## src/rtl/flag_event_gen.sv

```systemverilog
// Flag event source: button sync/debounce, press/release/long-press detect,
// din change detect and an optional periodic tick (compiled in with FLAG_TIMER_EN).
module flag_btn_lane #(
  parameter int DEBOUNCE_CYCLES   = 16,
  parameter int LONG_PRESS_CYCLES = 1000
) (
  input  logic clk,
  input  logic reset,
  input  logic button,
  output logic press_o,
  output logic release_o,
  output logic lp_rise_o,
  output logic long_press_o
);
  localparam int CW = $clog2(DEBOUNCE_CYCLES + 1);
  localparam int HW = $clog2(LONG_PRESS_CYCLES + 1);
  localparam logic [CW-1:0] CNT_LAST = CW'(DEBOUNCE_CYCLES - 1);
  localparam logic [HW-1:0] HOLD_MAX = HW'(LONG_PRESS_CYCLES);

  logic          sync1_q, s_q;
  logic          stable_q, stable_d;
  logic [CW-1:0] cnt_q, cnt_d;
  logic [HW-1:0] hold_q, hold_d;
  logic          lp_q, lp_d;

  always_comb begin
    stable_d = stable_q;
    cnt_d    = '0;
    if (s_q != stable_q) begin
      if (cnt_q == CNT_LAST) stable_d = ~stable_q;
      else                   cnt_d    = cnt_q + 1'b1;
    end
    // hold counts edges with stable already high, so it reaches the max
    // exactly LONG_PRESS_CYCLES edges after stable rose
    hold_d = '0;
    if (stable_q) hold_d = (hold_q == HOLD_MAX) ? hold_q : hold_q + 1'b1;
    lp_d = stable_d && (hold_d == HOLD_MAX);
  end

  always_ff @(posedge clk) begin
    if (reset) begin
      sync1_q  <= 1'b0;
      s_q      <= 1'b0;
      stable_q <= 1'b0;
      cnt_q    <= '0;
      hold_q   <= '0;
      lp_q     <= 1'b0;
    end else begin
      sync1_q  <= button;
      s_q      <= sync1_q;
      stable_q <= stable_d;
      cnt_q    <= cnt_d;
      hold_q   <= hold_d;
      lp_q     <= lp_d;
    end
  end

  assign press_o      = ~stable_q & stable_d;
  assign release_o    = stable_q & ~stable_d;
  assign lp_rise_o    = lp_d & ~lp_q;
  assign long_press_o = lp_q;
endmodule

module flag_event_gen #(
  parameter int DEBOUNCE_CYCLES   = 16,
  parameter int LONG_PRESS_CYCLES = 1000,
  parameter int TICK_CYCLES       = 50000
) (
  input  logic       clk,
  input  logic       reset,
  input  logic [3:0] buttons,
  input  logic [7:0] din,
  output logic [7:0] flag_inputs,
  output logic [3:0] long_press
);
  localparam int NUM_BTN = 4;

  logic [NUM_BTN-1:0] press, rel, lp_rise;
  logic [7:0]         flag_q, flag_d;
  logic [7:0]         din_prev_q;
  logic               tick;

  for (genvar i = 0; i < NUM_BTN; i++) begin : g_lane
    flag_btn_lane #(
      .DEBOUNCE_CYCLES  (DEBOUNCE_CYCLES),
      .LONG_PRESS_CYCLES(LONG_PRESS_CYCLES)
    ) u_lane (
      .clk         (clk),
      .reset       (reset),
      .button      (buttons[i]),
      .press_o     (press[i]),
      .release_o   (rel[i]),
      .lp_rise_o   (lp_rise[i]),
      .long_press_o(long_press[i])
    );
  end

`ifdef FLAG_TIMER_EN
  localparam int TW = $clog2(TICK_CYCLES + 1);
  localparam logic [TW-1:0] TICK_LAST = TW'(TICK_CYCLES - 1);
  logic [TW-1:0] tick_q, tick_d;

  always_comb begin
    tick   = (tick_q == TICK_LAST);
    tick_d = tick ? '0 : tick_q + 1'b1;
  end

  always_ff @(posedge clk) begin
    if (reset) tick_q <= '0;
    else       tick_q <= tick_d;
  end
`else
  logic unused_tick_cycles;
  assign unused_tick_cycles = ^TICK_CYCLES;
  assign tick = 1'b0;
`endif

  always_comb begin
    flag_d      = '0;
    flag_d[3:0] = press;
    flag_d[4]   = tick;
    flag_d[5]   = |rel;
    flag_d[6]   = |lp_rise;
    flag_d[7]   = (din != din_prev_q);
  end

  // din_prev tracks din even in reset so no change pulse follows reset
  always_ff @(posedge clk) begin
    din_prev_q <= din;
    if (reset) flag_q <= '0;
    else       flag_q <= flag_d;
  end

  assign flag_inputs = flag_q;
endmodule

```

## config.mk

```make
export PLATFORM = sky130hd
export DESIGN_NAME = flag_event_gen
export DESIGN_NICKNAME = d
export VERILOG_FILES = /design/src/rtl/flag_event_gen.sv
export SDC_FILE = /design/constraint.sdc
export NUM_CORES = 1
export LEC_CHECK = 0
export BUFFER_PORTS_ARGS = -buffer_cell sky130_fd_sc_hd__buf_2
export CAP_MARGIN = 20
export CORE_AREA = 4 4 122 77
export DETAILED_ROUTE_END_ITERATION = 8
export DIE_AREA = 0 0 126 81
export GPL_ROUTABILITY_DRIVEN = 0
export HOLD_SLACK_MARGIN = 0.08
export PLACE_DENSITY = 0.67
export SKIP_CTS_REPAIR_TIMING = 1
export SYNTH_ARGS = -nofsm -noshare
export SYNTH_HDL_FRONTEND = slang
export SYNTH_SLANG_ARGS = --single-unit
```

## constraint.sdc

```tcl
create_clock -name clk -period 2.3 [get_ports clk]
set_clock_uncertainty 0.15 [all_clocks]
set_input_delay 0.115 -clock clk [delete_from_list [all_inputs] [get_ports clk]]
set_output_delay 0.115 -clock clk [all_outputs]
set_load 0.02 [all_outputs]
```

== Yosys cells after proc, flatten, opt, wreduce, memory -nomap -nowiden ==
Cells that the tools add are included.
W data, S select, Z words.
Operators by class
  equality and inequality tests: 17
  reduce and logical (&&, ||, !) cells: 10
  bitwise logic cells: 28
  add/subtract/negate cells: 8
  mux-type cells: 16
Operator list (number)
  $eq A10 B10 Y1 const B: 8
  $mux W10: 8
  $add A10 B1 Y10 const B: 4
  $add A5 B1 Y5 const B: 4
  $eq A5 B4 Y1 const B: 4
  $not A1 Y1: 16
  $and A1 B1 Y1: 12
  $reduce_or A3 Y1: 4
  $mux W1: 8
  $ne A8 B8 Y1: 1
  $reduce_or A4 Y1: 2
  $logic_and A1 B1 Y1: 4
  $ne A1 B1 Y1: 4
Word-level totals
  register bits after elaboration: 92

== Logic depth before layout (Yosys ltp) ==
  depth after elaboration: 7
  mapped depth: 9
  gate-level depth less buffers: 9

== Cells and area by module ==
From an unflattened synthesis, not the netlist that was laid out.
Unflattened totals
  cell total of the unflattened synthesis: 475
  area total of the unflattened synthesis: 4219.0 sq um
Modules (own cells, without submodules)
  flag_btn_lane at g_lane[0].u_lane ...: sequential area each 380.4 sq um, cells an instance 109, area an instance 937.1 sq um, instances 3
  flag_btn_lane at g_lane[1].u_lane: sequential area each 380.4 sq um, cells an instance 112, area an instance 963.4 sq um, instances 1
  flag_event_gen: sequential area each 300.3 sq um, cells an instance 36, area an instance 444.2 sq um, instances 1

== Least setup slack after synthesis ==
No wires, ideal clock.
  kind: flip-flop to flip-flop
  start: register g_lane[2].u_lane.cnt_q[0]
  end: register flag_q[6] (netlist: flag_inputs[6])
  setup time: 0.095 ns
  cell stages (with the launch flop): 10
  period minus slack after synthesis: 1.904 ns
  path slack: 0.396 ns
  path buffers: 0
  arrival: 1.658 ns
  cell sequence: dfxtp_1 > ha_1 > and3_1 > ha_1 > nor2b_1 > nor2_1 > o221ai_1 > nor4_1 > a32oi_1 > o311ai_1
On the way
  word-level cells in the longest chain between the ends: 6
Ends and longest elaborated chain
  from (decl): line 22  | logic [CW-1:0] cnt_q, cnt_d;
  from (signal assigned): line 52  | cnt_q <= cnt_d;
  $eq A5 B4 Y1: line 30  | if (cnt_q == CNT_LAST) stable_d = ~stable_q;
  $mux W1: line 30
  $mux W1: line 29  | if (s_q != stable_q) begin
  $logic_and A1 B1 Y1: line 37  | lp_d = stable_d && (hold_d == HOLD_MAX);
  $and A1 B1 Y1: line 60  | assign lp_rise_o = lp_d & ~lp_q;
  $reduce_or A4 Y1: line 123  | flag_d[6] = |lp_rise;
  to (signal assigned): line 131  | else flag_q <= flag_d;
  to (decl): line 79  | logic [7:0] flag_q, flag_d;
No other way between the ends.
A chain may end at the register's enable or synchronous reset.

== Final worst setup path ==
  start: register g_lane[3].u_lane.hold_q[0]
  end: register flag_q[6] (netlist: flag_inputs[6])
On the way
  word-level cells in the longest chain between the ends: 7
  elaborated cells between the ends (all ways): 8
Ends and longest elaborated chain
  from (decl): line 23  | logic [HW-1:0] hold_q, hold_d;
  from (signal assigned): line 53  | hold_q <= hold_d;
  $add A10 B1 Y10 or $eq A10 B10 Y1 (tied branches): line 36  | if (stable_q) hold_d = (hold_q == HOLD_MAX) ? hold_q : hold_q + 1'b1;
  $mux W10 (*) (2 in series): line 36
  $eq A10 B10 Y1 (*): line 37
  $logic_and A1 B1 Y1 (*): line 37
  $and A1 B1 Y1 (*): line 60
  $reduce_or A4 Y1 (*): line 123
Mark *: on every way between the ends. The rest lies on a longest branch, timed or not.

==> flow_summary.yaml <==
status:
  status: "finished, final reports clean"
floorplanning:
  chipWidth_um: 126
  die_area_um2: 10200
  die_h_um: 81
  floorplan.initialDensity: 0.487
  io-pin-count: 26
  row_count: 26
  core_area_um2: 8330
drt:
  detail_route.drc_violations: 0
  avgViaCountPerCell: 5.05
  routedWlPerCell_um: 12.6
  dr.first_iter.drc_count: 158
  routed_wirelength_um: 7470
  drt.antenna.violating_nets: 0
  drt_pass1_iterations: 5
  dr_total_vias: 3001
worst_setup_path:
  crit_path_capture_type: "flip-flop"
  worst_ep_arrival_time_ps: 2180
  worst_flop_to_flop_path_startpoint: "g_lane[3].u_lane.hold_q[0]"
  crit_required_ps: 2360
  worst_setup_path_start_kind: "flip-flop"
  worst-setup-path-type: "reg -> reg"
  crit_fanout: 6
  startpoint: "g_lane[3].u_lane.hold_q[0]"
global_route:
  vias_in_the_first_global_route: 2760
  gr-total-overflow: 0
  number_of_antenna_violations_at_the_first_check_in_global_routing: 0
  pin_count_of_the_biggest_net_entering_global_routing: 16
  grt_pass1_wl_um: 12700
  grt_usage: 0.156
synthesis:
  synth_top_area_frac: 0.449
  yosys_register_bits: 91
  ys_async_sr_fraction: 0
  postSynth.topFlopCell: "sky130_fd_sc_hd__dfxtp_1"
  post-synth-top-area-cell: "sky130_fd_sc_hd__dfxtp_1"
  syn-num-nets: 472
  synth-warning-count: 0
  synth.cell_area_um2: 4060
  ys_top_cells_by_area: "sky130_fd_sc_hd__dfxtp_1 45%, sky130_fd_sc_hd__nor2_1 6.0%, sky130_fd_sc_hd__xnor2_1 5.2%"
  ys_seq_area_frac: 0.449
  synth_area_per_cell_um2: 9.18
  synth-edff-count: 0
  syn_inst: 442
  yosysUniqueCellTypes: 55
sta:
  clock.fmax_mhz: 471
  fin_tns_setup_ps: 0
  slew_violations: 0
  timing.final.setup_violations: 0
  min_period_ps: 2120
  hold_viol: 0
  setup_slack_ps: 176
  setup_repair_after_global_routing_missed_its_margin: "false"
  final.period_utilization: 0.924
clock_network:
  clockBufferDepth: 2
  clkSinkCount: 91
  cts_root_buffer: "sky130_fd_sc_hd__clkbuf_16"
  numCtsBuffers: 9
  ctsHtreeMaxLevel: 3
  clk_latency_ps: 330
  clk_pin_slew_ps: 60
  tritoncts: "yes"
run:
  maxCapViolCount: 0
cells_and_area:
  nNetsFinal: 509
  most-common-layout-cells: "91 x sky130_fd_sc_hd__dfxtp_1, 65 x sky130_fd_sc_hd__nor2_1, 24 x sky130_fd_sc_hd__xnor2_1, 24 x sky130_fd_sc_hd__buf_2"
  area.growth.synth_to_final_pct: 16.2
  layout.cells.most_common: "sky130_fd_sc_hd__dfxtp_1"
  antenna_cells: 0
  post_route_cells_drive_above_1_share: 0.127
min_path:
  hold_class: "reg -> reg"
  startpoint_of_the_tightest_hold_check_path: "g_lane[3].u_lane.sync1_q"
placed_design:
  io_buffer_count: 24
  dp_worst_setup_slack_ps: 134
  detailedPlacementHpwl_um: 5380
pwr:
  pd_cells_nw_per_um2: 654
  max-vdd-ir-drop_uv: 455
  cellLeakagePower_nw: 1.66
final timing paths:
path	slack, ps	end	depth (start not counted)
worst max-delay path	180	flag_inputs[6]	8
worst min-delay path	290	g_lane[3].u_lane.s_q	1
worst max register to register	180	flag_inputs[6]	8
worst min register to register	290	g_lane[3].u_lane.s_q	1
per-layer routing:
metal  vias up  part of all wire  wire length (um)  global-route usage
met2        50              0.43              3180               0.236
met4         0             0.013                95              0.0567
met5         -                 0                 0                   0
met3        10             0.050               377              0.0512
met1      1373              0.51              3820               0.209
li1       1568                 -                 -                   -
per-stage QoR:
stage               power, mW  instance area [um^2]   util  hold slack (ps)  std cells
global route             3.22                  4710  0.566              281        594
global placement         1.69                  4250  0.511             93.0        564
CTS                      3.12                  4540  0.545             -264        578
finish                   3.08                  4710  0.566              285        594
detailed placement       1.69                  4250  0.511             94.7        564
floorplan                1.67                  4060      -            -7.28        442
synthesized netlist by cell type, types with 9 or more instances:
| master | count |
|---|---|
| sky130_fd_sc_hd__xnor2_1 | 24 |
| sky130_fd_sc_hd__clkbuf_1 | 9 |
| sky130_fd_sc_hd__a21oi_1 | 13 |
| sky130_fd_sc_hd__or3_1 | 10 |
| sky130_fd_sc_hd__nand2_1 | 20 |
| sky130_fd_sc_hd__nor2_1 | 65 |
| sky130_fd_sc_hd__xor2_1 | 23 |
| sky130_fd_sc_hd__mux2i_1 | 12 |
| sky130_fd_sc_hd__o21ai_0 | 10 |
| sky130_fd_sc_hd__nand3_1 | 18 |
| sky130_fd_sc_hd__nor2b_1 | 14 |
| sky130_fd_sc_hd__nand4_1 | 9 |
| sky130_fd_sc_hd__nor3_1 | 14 |
| sky130_fd_sc_hd__ha_1 | 16 |
| sky130_fd_sc_hd__inv_1 | 23 |
| sky130_fd_sc_hd__dfxtp_1 | 91 |
critical path, cell delays in order (launching register included):
cell and delay (ps):
sky130_fd_sc_hd__dfxtp_1 360, sky130_fd_sc_hd__inv_2 100, sky130_fd_sc_hd__ha_1 140, sky130_fd_sc_hd__nand4b_1 180
sky130_fd_sc_hd__nor3_4 280, sky130_fd_sc_hd__mux2i_2 320, sky130_fd_sc_hd__a2111oi_4 110, sky130_fd_sc_hd__a32oi_2 220
sky130_fd_sc_hd__o311ai_1 130
flip-flops by register name, indices dropped and copies added, names as in the netlist:
| signal | count |
|---|---|
| flag_inputs | 7 |
| g_lane.u_lane.cnt_q | 20 |
| g_lane.u_lane.hold_q | 40 |
| g_lane.u_lane.s_q | 4 |
| g_lane.u_lane.long_press_o | 4 |
| g_lane.u_lane.stable_q | 4 |
| g_lane.u_lane.sync1_q | 4 |
| din_prev_q | 8 |
report_power, final:
part	switching (mW)	internal, mW	total, mW
clock network	0.553	0.860	1.41
registers	0.00791	1.59	1.60
logic	0.0296	0.0407	0.0704
area by class of cell:
| cell class | instances | area, um^2 |
|---|---|---|
| clock inverters | 2 | 37.5 |
| well taps | 112 | 140 |
| fillers | 764 | 3610 |
| clock buffers | 12 | 246 |
| inverters | 24 | 90.1 |
| flip-flops and latches | 91 | 1820 |
| repair buffers | 45 | 313 |
| multi-input cells | 308 | 2070 |
logic make-up after synthesis:
family | synth area share
flops | 0.449
xor+xnor | 0.101
buf+inv | 0.0469
mux | 0.0324
other cells | 0.000924
fa+ha+maj | 0.0494
compound gates | 0.0743
simple gates | 0.246
No activity file was read; power rests on OpenSTA's default activity.
